## src/rtl/ad7606x_par_rd_seq_if.sv

```systemverilog
// ad7606x_par_rd_seq_if: AD7606x parallel-interface pins between the sequencer (master) and the ADC (slave).
interface ad7606x_par_rd_seq_if #(
    parameter int DATA_WIDTH = 16
);
    logic                  rx_busy;
    logic [DATA_WIDTH-1:0] rx_db_i;
    logic [DATA_WIDTH-1:0] rx_db_o;
    logic                  rx_db_t;
    logic                  rx_wr_n;
    logic                  rx_cnvst_n;
    logic                  rx_cs_n;
    logic                  rx_rd_n;
    modport master (
        input  rx_busy, rx_db_i,
        output rx_db_o, rx_db_t, rx_wr_n, rx_cnvst_n, rx_cs_n, rx_rd_n
    );
    modport slave (
        output rx_busy, rx_db_i,
        input  rx_db_o, rx_db_t, rx_wr_n, rx_cnvst_n, rx_cs_n, rx_rd_n
    );
endinterface

```

## src/rtl/ad7606x_par_rd_seq.sv

```systemverilog
// ad7606x_par_rd_seq: AD7606x conversion start, busy handshake and CS/RD burst readout sequencer.
module ad7606x_par_rd_seq #(
    parameter int DATA_WIDTH   = 16,
    parameter int NUM_CH_MAX   = 17,
    parameter int CNVST_CYC    = 2,
    parameter int RD_LO_CYC    = 3,
    parameter int RD_HI_CYC    = 2,
    parameter int BUSY_TIMEOUT = 1024
) (
    input  logic                  sys_clk,
    input  logic                  sys_rst,
    input  logic                  start,
    input  logic [4:0]            num_ch,
    ad7606x_par_rd_seq_if.master  adc,
    output logic [DATA_WIDTH-1:0] rx_data,
    output logic                  rx_data_valid,
    output logic                  rx_first_data,
    output logic [4:0]            rx_ch_count,
    output logic                  done,
    output logic                  busy_err,
    output logic                  seq_active
);
    localparam int CW = $clog2(CNVST_CYC + RD_LO_CYC + RD_HI_CYC);
    localparam int TW = $clog2(BUSY_TIMEOUT + 1);

    typedef enum logic [2:0] {IDLE, CNVST, WAIT_BH, WAIT_BL, CS_SU, RD_LO, RD_HI, END_S} state_t;

    state_t                state_q, state_d;
    logic [CW-1:0]         cyc_q, cyc_d;
    logic [TW-1:0]         tmo_q, tmo_d;
    logic [4:0]            n_lat_q, n_lat_d;
    logic                  seen_q, seen_d;
    logic [1:0]            bsync_q;
    logic                  cnvst_n_q, cnvst_n_d;
    logic                  cs_n_q, cs_n_d;
    logic                  rd_n_q, rd_n_d;
    logic [DATA_WIDTH-1:0] data_q, data_d;
    logic                  valid_q, valid_d;
    logic                  first_q, first_d;
    logic [4:0]            cnt_q, cnt_d;
    logic                  done_q, done_d;
    logic                  err_q, err_d;
    logic                  busy_s;
    logic                  tmo_hit;

    assign busy_s  = bsync_q[1];
    assign tmo_hit = tmo_q == TW'(BUSY_TIMEOUT - 1);

    always_ff @(posedge sys_clk) begin
        if (sys_rst) begin
            state_q   <= IDLE;
            cyc_q     <= '0;
            tmo_q     <= '0;
            n_lat_q   <= '0;
            seen_q    <= 1'b0;
            bsync_q   <= '0;
            cnvst_n_q <= 1'b1;
            cs_n_q    <= 1'b1;
            rd_n_q    <= 1'b1;
            data_q    <= '0;
            valid_q   <= 1'b0;
            first_q   <= 1'b0;
            cnt_q     <= '0;
            done_q    <= 1'b0;
            err_q     <= 1'b0;
        end else begin
            state_q   <= state_d;
            cyc_q     <= cyc_d;
            tmo_q     <= tmo_d;
            n_lat_q   <= n_lat_d;
            seen_q    <= seen_d;
            bsync_q   <= {bsync_q[0], adc.rx_busy};
            cnvst_n_q <= cnvst_n_d;
            cs_n_q    <= cs_n_d;
            rd_n_q    <= rd_n_d;
            data_q    <= data_d;
            valid_q   <= valid_d;
            first_q   <= first_d;
            cnt_q     <= cnt_d;
            done_q    <= done_d;
            err_q     <= err_d;
        end
    end

    // Every done (normal, empty burst or timeout) passes through END_S, so a start in the done cycle is dropped.
    always_comb begin
        state_d   = state_q;
        cyc_d     = cyc_q;
        tmo_d     = tmo_q;
        n_lat_d   = n_lat_q;
        seen_d    = seen_q;
        cnvst_n_d = cnvst_n_q;
        cs_n_d    = cs_n_q;
        rd_n_d    = rd_n_q;
        data_d    = data_q;
        valid_d   = 1'b0;
        first_d   = 1'b0;
        cnt_d     = cnt_q;
        done_d    = 1'b0;
        err_d     = 1'b0;
        case (state_q)
            IDLE: if (start) begin
                n_lat_d   = (num_ch > 5'(NUM_CH_MAX)) ? 5'(NUM_CH_MAX) : num_ch;
                cnvst_n_d = 1'b0;
                cyc_d     = '0;
                seen_d    = 1'b0;
                state_d   = CNVST;
            end
            CNVST: begin
                seen_d = seen_q | busy_s;
                if (cyc_q == CW'(CNVST_CYC - 1)) begin
                    cnvst_n_d = 1'b1;
                    tmo_d     = '0;
                    state_d   = WAIT_BH;
                end else cyc_d = cyc_q + 1'b1;
            end
            WAIT_BH: begin
                seen_d = seen_q | busy_s;
                tmo_d  = tmo_q + 1'b1;
                if (tmo_hit) begin
                    err_d   = 1'b1;
                    done_d  = 1'b1;
                    state_d = END_S;
                end else if (seen_q || busy_s) state_d = WAIT_BL;
            end
            WAIT_BL: begin
                tmo_d = tmo_q + 1'b1;
                if (tmo_hit) begin
                    err_d   = 1'b1;
                    done_d  = 1'b1;
                    state_d = END_S;
                end else if (!busy_s) begin
                    done_d  = n_lat_q == '0;
                    cs_n_d  = n_lat_q == '0;
                    state_d = (n_lat_q == '0) ? END_S : CS_SU;
                end
            end
            CS_SU: begin
                rd_n_d  = 1'b0;
                cyc_d   = '0;
                state_d = RD_LO;
            end
            RD_LO: if (cyc_q == CW'(RD_LO_CYC - 1)) begin
                rd_n_d  = 1'b1;
                data_d  = adc.rx_db_i;
                cnt_d   = cnt_q + 1'b1;
                valid_d = 1'b1;
                first_d = cnt_q == '0;
                cyc_d   = '0;
                state_d = RD_HI;
            end else cyc_d = cyc_q + 1'b1;
            RD_HI: if (cyc_q == CW'(RD_HI_CYC - 1)) begin
                cyc_d   = '0;
                rd_n_d  = !(cnt_q < n_lat_q);
                cs_n_d  = !(cnt_q < n_lat_q);
                done_d  = !(cnt_q < n_lat_q);
                state_d = (cnt_q < n_lat_q) ? RD_LO : END_S;
            end else cyc_d = cyc_q + 1'b1;
            END_S: begin
                cnt_d   = '0;
                state_d = IDLE;
            end
            default: state_d = IDLE;
        endcase
    end

    assign adc.rx_db_o    = '0;
    assign adc.rx_db_t    = 1'b1;
    assign adc.rx_wr_n    = 1'b1;
    assign adc.rx_cnvst_n = cnvst_n_q;
    assign adc.rx_cs_n    = cs_n_q;
    assign adc.rx_rd_n    = rd_n_q;
    assign rx_data        = data_q;
    assign rx_data_valid  = valid_q;
    assign rx_first_data  = first_q;
    assign rx_ch_count    = cnt_q;
    assign done           = done_q;
    assign busy_err       = err_q;
    assign seq_active     = state_q != IDLE;
endmodule

```

## src/flat_wrapper.sv

```systemverilog
// flat-port wrapper written by rule: the top's interface ports become plain ports
module ad7606x_par_rd_seq_flat 
#(
    parameter int DATA_WIDTH   = 16,
    parameter int NUM_CH_MAX   = 17,
    parameter int CNVST_CYC    = 2,
    parameter int RD_LO_CYC    = 3,
    parameter int RD_HI_CYC    = 2,
    parameter int BUSY_TIMEOUT = 1024
)
  (sys_clk, sys_rst, start, num_ch, rx_data, rx_data_valid, rx_first_data, rx_ch_count, done, busy_err, seq_active, adc_rx_busy, adc_rx_db_i, adc_rx_db_o, adc_rx_db_t, adc_rx_wr_n, adc_rx_cnvst_n, adc_rx_cs_n, adc_rx_rd_n);
  ad7606x_par_rd_seq_if #(.DATA_WIDTH(DATA_WIDTH)) adc_i ();
  input  logic sys_clk;
  input  logic sys_rst;
  input  logic start;
  input  logic [4:0] num_ch;
  output logic [DATA_WIDTH-1:0] rx_data;
  output logic rx_data_valid;
  output logic rx_first_data;
  output logic [4:0] rx_ch_count;
  output logic done;
  output logic busy_err;
  output logic seq_active;
  input wire logic [$bits(adc_i.rx_busy)-1:0] adc_rx_busy;
  input wire logic [$bits(adc_i.rx_db_i)-1:0] adc_rx_db_i;
  output wire logic [$bits(adc_i.rx_db_o)-1:0] adc_rx_db_o;
  output wire logic [$bits(adc_i.rx_db_t)-1:0] adc_rx_db_t;
  output wire logic [$bits(adc_i.rx_wr_n)-1:0] adc_rx_wr_n;
  output wire logic [$bits(adc_i.rx_cnvst_n)-1:0] adc_rx_cnvst_n;
  output wire logic [$bits(adc_i.rx_cs_n)-1:0] adc_rx_cs_n;
  output wire logic [$bits(adc_i.rx_rd_n)-1:0] adc_rx_rd_n;
  assign adc_i.rx_busy = adc_rx_busy;
  assign adc_i.rx_db_i = adc_rx_db_i;
  assign adc_rx_db_o = adc_i.rx_db_o;
  assign adc_rx_db_t = adc_i.rx_db_t;
  assign adc_rx_wr_n = adc_i.rx_wr_n;
  assign adc_rx_cnvst_n = adc_i.rx_cnvst_n;
  assign adc_rx_cs_n = adc_i.rx_cs_n;
  assign adc_rx_rd_n = adc_i.rx_rd_n;
  ad7606x_par_rd_seq #(.DATA_WIDTH(DATA_WIDTH), .NUM_CH_MAX(NUM_CH_MAX), .CNVST_CYC(CNVST_CYC), .RD_LO_CYC(RD_LO_CYC), .RD_HI_CYC(RD_HI_CYC), .BUSY_TIMEOUT(BUSY_TIMEOUT)) u_core (.sys_clk(sys_clk), .sys_rst(sys_rst), .start(start), .num_ch(num_ch), .adc(adc_i), .rx_data(rx_data), .rx_data_valid(rx_data_valid), .rx_first_data(rx_first_data), .rx_ch_count(rx_ch_count), .done(done), .busy_err(busy_err), .seq_active(seq_active));
endmodule
```

## config.mk

```make
export PLATFORM = sky130hd
export DESIGN_NAME = ad7606x_par_rd_seq_flat
export DESIGN_NICKNAME = d
export VERILOG_FILES = /design/src/rtl/ad7606x_par_rd_seq_if.sv /design/src/rtl/ad7606x_par_rd_seq.sv /design/src/flat_wrapper.sv
export SDC_FILE = /design/constraint.sdc
export NUM_CORES = 1
export LEC_CHECK = 0
export ABC_AREA = 1
export CAP_MARGIN = 20
export CORE_MARGIN = 3
export CORE_UTILIZATION = 49
export DETAILED_ROUTE_END_ITERATION = 7
export GPL_ROUTABILITY_DRIVEN = 1
export PLACE_DENSITY = 0.84
export SLEW_MARGIN = 20
export SYNTH_ARGS = -nofsm -noshare
export SYNTH_HDL_FRONTEND = slang
export SYNTH_SLANG_ARGS = --single-unit
```

## constraint.sdc

```tcl
create_clock -name sys_clk -period 2 [get_ports sys_clk]
set_input_delay 0.2 -clock sys_clk [delete_from_list [all_inputs] [get_ports sys_clk]]
set_output_delay 0.2 -clock sys_clk [all_outputs]
set_load 0.02 [all_outputs]
```

==> impl_summary.txt <==
----------------------------------------------------
[STA]
  Highest Clock Rate ... 525 MHz
  Setup repair after global routing missed its margin ... false
  Final Max Slew Viols ... 0
  Setup TNS ... 0 ps
  Final Hold Fails ... 0
  Final critical delay including setup and external delays ... around 1900 ps
  Worst slew slack as a fraction of its limit ... 60.8%
  Worst clock skew on the final layout ... roughly 5.2 ps
  Period utilization ... a little over nine tenths
  Number of failing setup endpoints in the final timing report ... 0
  Transition time of the tightest slew-check pin ... just under 600 ps

[Detailed routing]
  Final routed wirelength across all metal layers ... about 6 mm
  Count of TritonRoute iterations in the first routing pass ... 4
  Vias post-DR ... ~2500
  Drt drc ... 0
  Post-DR wirelength/cell ... about 12 um
  First-iteration detailed-routing DRC count ... 123
  Average vias per placed instance ... a little under 5
  Post-route antenna net violation count ... 0

[Logic synthesis]
  Share of the synthesized netlist area taken by xor and xnor gates ... 0.316%
  Share of the synthesized area in compound gates (AO/OA/AOI/OAI) ... between 10% and 20%
  Fraction of the mapped netlist area in simple logic gates ... a little under a third
  Fraction of the yosys area taken by sequential cells ... a little under two fifths
  Combinational family with the most area after synthesis ... simple AND/OR/NAND/NOR gates
  Post-synthesis area per instance ... 7.44 um^2
  Post-synth EDFFs ... 0
  Async set-reset flop share out of synthesis ... 0%
  Netlist Area Pre-Place ... 0.00278 mm^2
  Share of synthesized cell area in full adder, half adder and majority cells ... about 4.5%
  Yosys Warn Count ... 0
  Mux cell area share after synthesis ... 0%
  Cell variety after synth ... 37
  Flops & latches, synth ... 53
  Number of cells produced by synthesis ... ~370
  Primary FF master, synth ... sky130_fd_sc_hd__dfxtp_1

[Clock network]
  CTS H-tree lvls ... 2
  Post-CTS Setup Inserts ... 0
  Clock latency at the later pin of the worst-skew pair ... about 300 ps
  Hold buffer count at cts ... 0
  Clock-pin slew of the registers on the worst-case setup and hold paths ... approximately 90 ps
  CTS tree ... built
  Maximum root-to-sink buffer count ... 2
  Clock buffers created by TritonCTS ... 5
  Post-cts sizing count ... 0
  Num Clock Sinks ... 53
  Buffer cell driving the clock tree root ... sky130_fd_sc_hd__clkbuf_8

[Status]
  Result of the run ... finished clean

[Critical path]
  Register-to-register path setup slack ... 250 ps
  Data arrival time of the critical path ... 1700 ps
  Sort of element at the end of the critical path ... primary output
  Crit-path slowest cell ... sky130_fd_sc_hd__dfxtp_1
  Critical path cell sequence ... inv_2 > nand2_2 > clkdlybuf4s50_1
  Worst flop-to-flop path startpoint ... u_core.cyc_q[0]
  Required time at the endpoint of the critical path ... between 1500 and 2000 ps
  Kind of start point of the critical path ... register
  Length in cells of the worst reg-to-reg path ... 9
  Largest stage delay, worst path ... ~600 ps
  Critical path type ... reg2out
  Critical Path Fanout Max ... 8
  End of the worst register-to-register path ... u_core.rx_ch_count[3]

[Placed design]
  HPWL Detailed ... around 4.6 mm
  Global placer's final weighted congestion ... 0.844
  Post-Place Cell Area ... roughly 0.0033 mm^2
  Port Buf Inserts ... 53

[Final layout]
  Final instance area ... about 0.0034 mm^2
  Most common cell after layout, fill and taps aside ... sky130_fd_sc_hd__nor2_1
  Number of antenna repair diodes ... 0
  Top library cells by usage in the layout, fill and taps aside ... sky130_fd_sc_hd__nor2_1 (68), sky130_fd_sc_hd__clkdlybuf4s50_1 (53), sky130_fd_sc_hd__dfxtp_1 (53)
  Area delta synth->final ... 22.7%
  Nets ... about 460
  Proportion of layout cells with a drive suffix above 1 ... 12.7%

[Global route]
  Global router's overall resource usage ... between 10% and 20%
  Number of global-route vias before repair ... 2293
  Antenna violations before repair ... 0
  Grt ovf ... 0
  Maximum number of pins on one net before global-route repair ... 24
  Global-route wire length before repair ... between 9 and 10 mm

[Floorplanning]
  Starting density of the core ... ~52%
  Chip height ... approximately 81 um
  Top-level port count ... around 70
  Die footprint ... approximately 0.0066 mm^2
  Horiz. Die Dim ... ~81 um
  Area of the core ... between 0.005 and 0.006 mm^2
  Core Rows ... 26

[Pwr]
  Power per cell area ... between 900 and 1000 mW/mm^2
  Combinational cell fraction of total power ... between 30% and 40%
  Maximum VDD drop ... a little over 600 uV
  Clock power frac ... roughly 27%
  NetSw ... ~1.1 mW
  Int Pwr ... 2.01 mW
  Share of total power in sequential cells ... about two fifths
  Leakage power of the design ... approximately 1.4 nW
  Fraction of power spent switching nets ... a little over a third

[Min path]
  Worst min-delay path class ... in2reg
  Worst Min Path Start ... adc_rx_busy
  Endpoint, Worst Hold ... u_core.bsync_q[0]
  Worst hold path depth ... 3

[Run]
  Max-capacitance violation count ... 0

----------------------------------------------------
-- through the flow --
stage / hold slack (ps) / total power, mW / cells / worst slack [ps] / utilization [%]
after CTS: 405 / 3.17 / 495 / 76.2 / 64.2
after floorplan: 307 / 2.08 / 389 / 552 / -
after global placement: 396 / 2.29 / 487 / 333 / 61.7
final: 411 / 3.15 / 495 / 95.1 / 64.2
after detailed placement: 408 / 2.31 / 487 / 258 / 61.7
after global routing: 433 / 3.34 / 495 / 12.2 / 64.2
-- cells in the mapped netlist (7+ instances only) --
| master | count | area share (%) |
|---|---|---|
| sky130_fd_sc_hd__nand2_1 | 48 | 6.5 |
| sky130_fd_sc_hd__ha_1 | 10 | 4.5 |
| sky130_fd_sc_hd__dfxtp_1 | 53 | 38 |
| sky130_fd_sc_hd__nand2_2 | 7 | 1.6 |
| sky130_fd_sc_hd__buf_4 | 20 | 5.4 |
| sky130_fd_sc_hd__inv_1 | 37 | 5.0 |
| sky130_fd_sc_hd__nor3_1 | 7 | 1.3 |
| sky130_fd_sc_hd__a21oi_1 | 22 | 4.0 |
| sky130_fd_sc_hd__o21ai_0 | 28 | 5.0 |
| sky130_fd_sc_hd__nor2_1 | 68 | 9.2 |
| sky130_fd_sc_hd__nand3_1 | 7 | 1.3 |
| sky130_fd_sc_hd__nor3_2 | 7 | 2.5 |
| sky130_fd_sc_hd__inv_2 | 8 | 1.1 |
-- worst max path at each step --
stage | startpoint | to | slack, ps
3_3_place_gp | u_core.cyc_q[0] | u_core.rx_ch_count[3] | 330
6_report | u_core.state_q[2] | seq_active | 100
4_1_cts | u_core.state_q[2] | seq_active | 80
5_1_grt | u_core.state_q[2] | seq_active | 10
3_5_place_dp | u_core.cyc_q[0] | u_core.rx_ch_count[3] | 260
2_1_floorplan | u_core.rx_ch_count[3] | u_core.state_q[1] | 550
-- logic make-up (layout without fill, tap and decap cells) --
| group | count (synthesis) | in the layout |
|---|---|---|
| simple gates | 168 | 168 |
| buf+inv | 74 | 110 |
| compound gates | 65 | 65 |
| flops | 53 | 53 |
| fa+ha+maj | 10 | 10 |
| other cells | 2 | 18 |
| xor+xnor | 1 | 1 |
-- power groups by stage --
stage / registers (mW) / logic [mW] / clock network, mW
6_report: 1.22 / 1.08 / 0.843
5_1_grt: 1.24 / 1.20 / 0.902
4_1_cts: 1.22 / 1.08 / 0.865
3_5_place_dp: 1.25 / 1.07 / 0
3_3_place_gp: 1.24 / 1.05 / 0
2_1_floorplan: 1.22 / 0.853 / 0
-- worst max-delay path: cells and delay by family, from the launching register on --
kind	cells	cell delay (ps)
flops	1	600
buf+inv	2	690
simple gates	1	100
-- routing by layer --
layer	up-vias	GRT usage, %	part of all wire, %	wire [um]
met5	-	0	0	0
met1	1108	22.0	44	2590
met2	79	33.1	49	2910
met3	7	3.77	6.2	369
met4	0	5.91	0.96	57
li1	1256	-	-	-
-- flip-flops by register name (all words and copies together) (netlist names) --
| signal | count |
|---|---|
| u_core.seen_q | 1 |
| u_core.rx_first_data | 1 |
| u_core.bsync_q | 2 |
| u_core.adc.rx_rd_n | 1 |
| u_core.rx_ch_count | 5 |
| u_core.adc.rx_cnvst_n | 1 |
| u_core.n_lat_q | 5 |
| u_core.rx_data | 16 |
| u_core.tmo_q | 11 |
| u_core.rx_data_valid | 1 |
| u_core.state_q | 3 |
| u_core.busy_err | 1 |
| u_core.adc.rx_cs_n | 1 |
| u_core.done | 1 |
| u_core.cyc_q | 3 |
-- layout make-up --
| class | instances | area [um^2] |
|---|---|---|
| Fill cell | 458 | 1900 |
| Clock buffer | 5 | 68.8 |
| Inverter | 46 | 174 |
| Clock inverter | 3 | 65.1 |
| Sequential cell | 53 | 1060 |
| Timing Repair Buffer | 56 | 553 |
| Tap cell | 70 | 87.6 |
| Multi-Input combinational cell | 262 | 1400 |
Power figures use the tool's default switching activity.
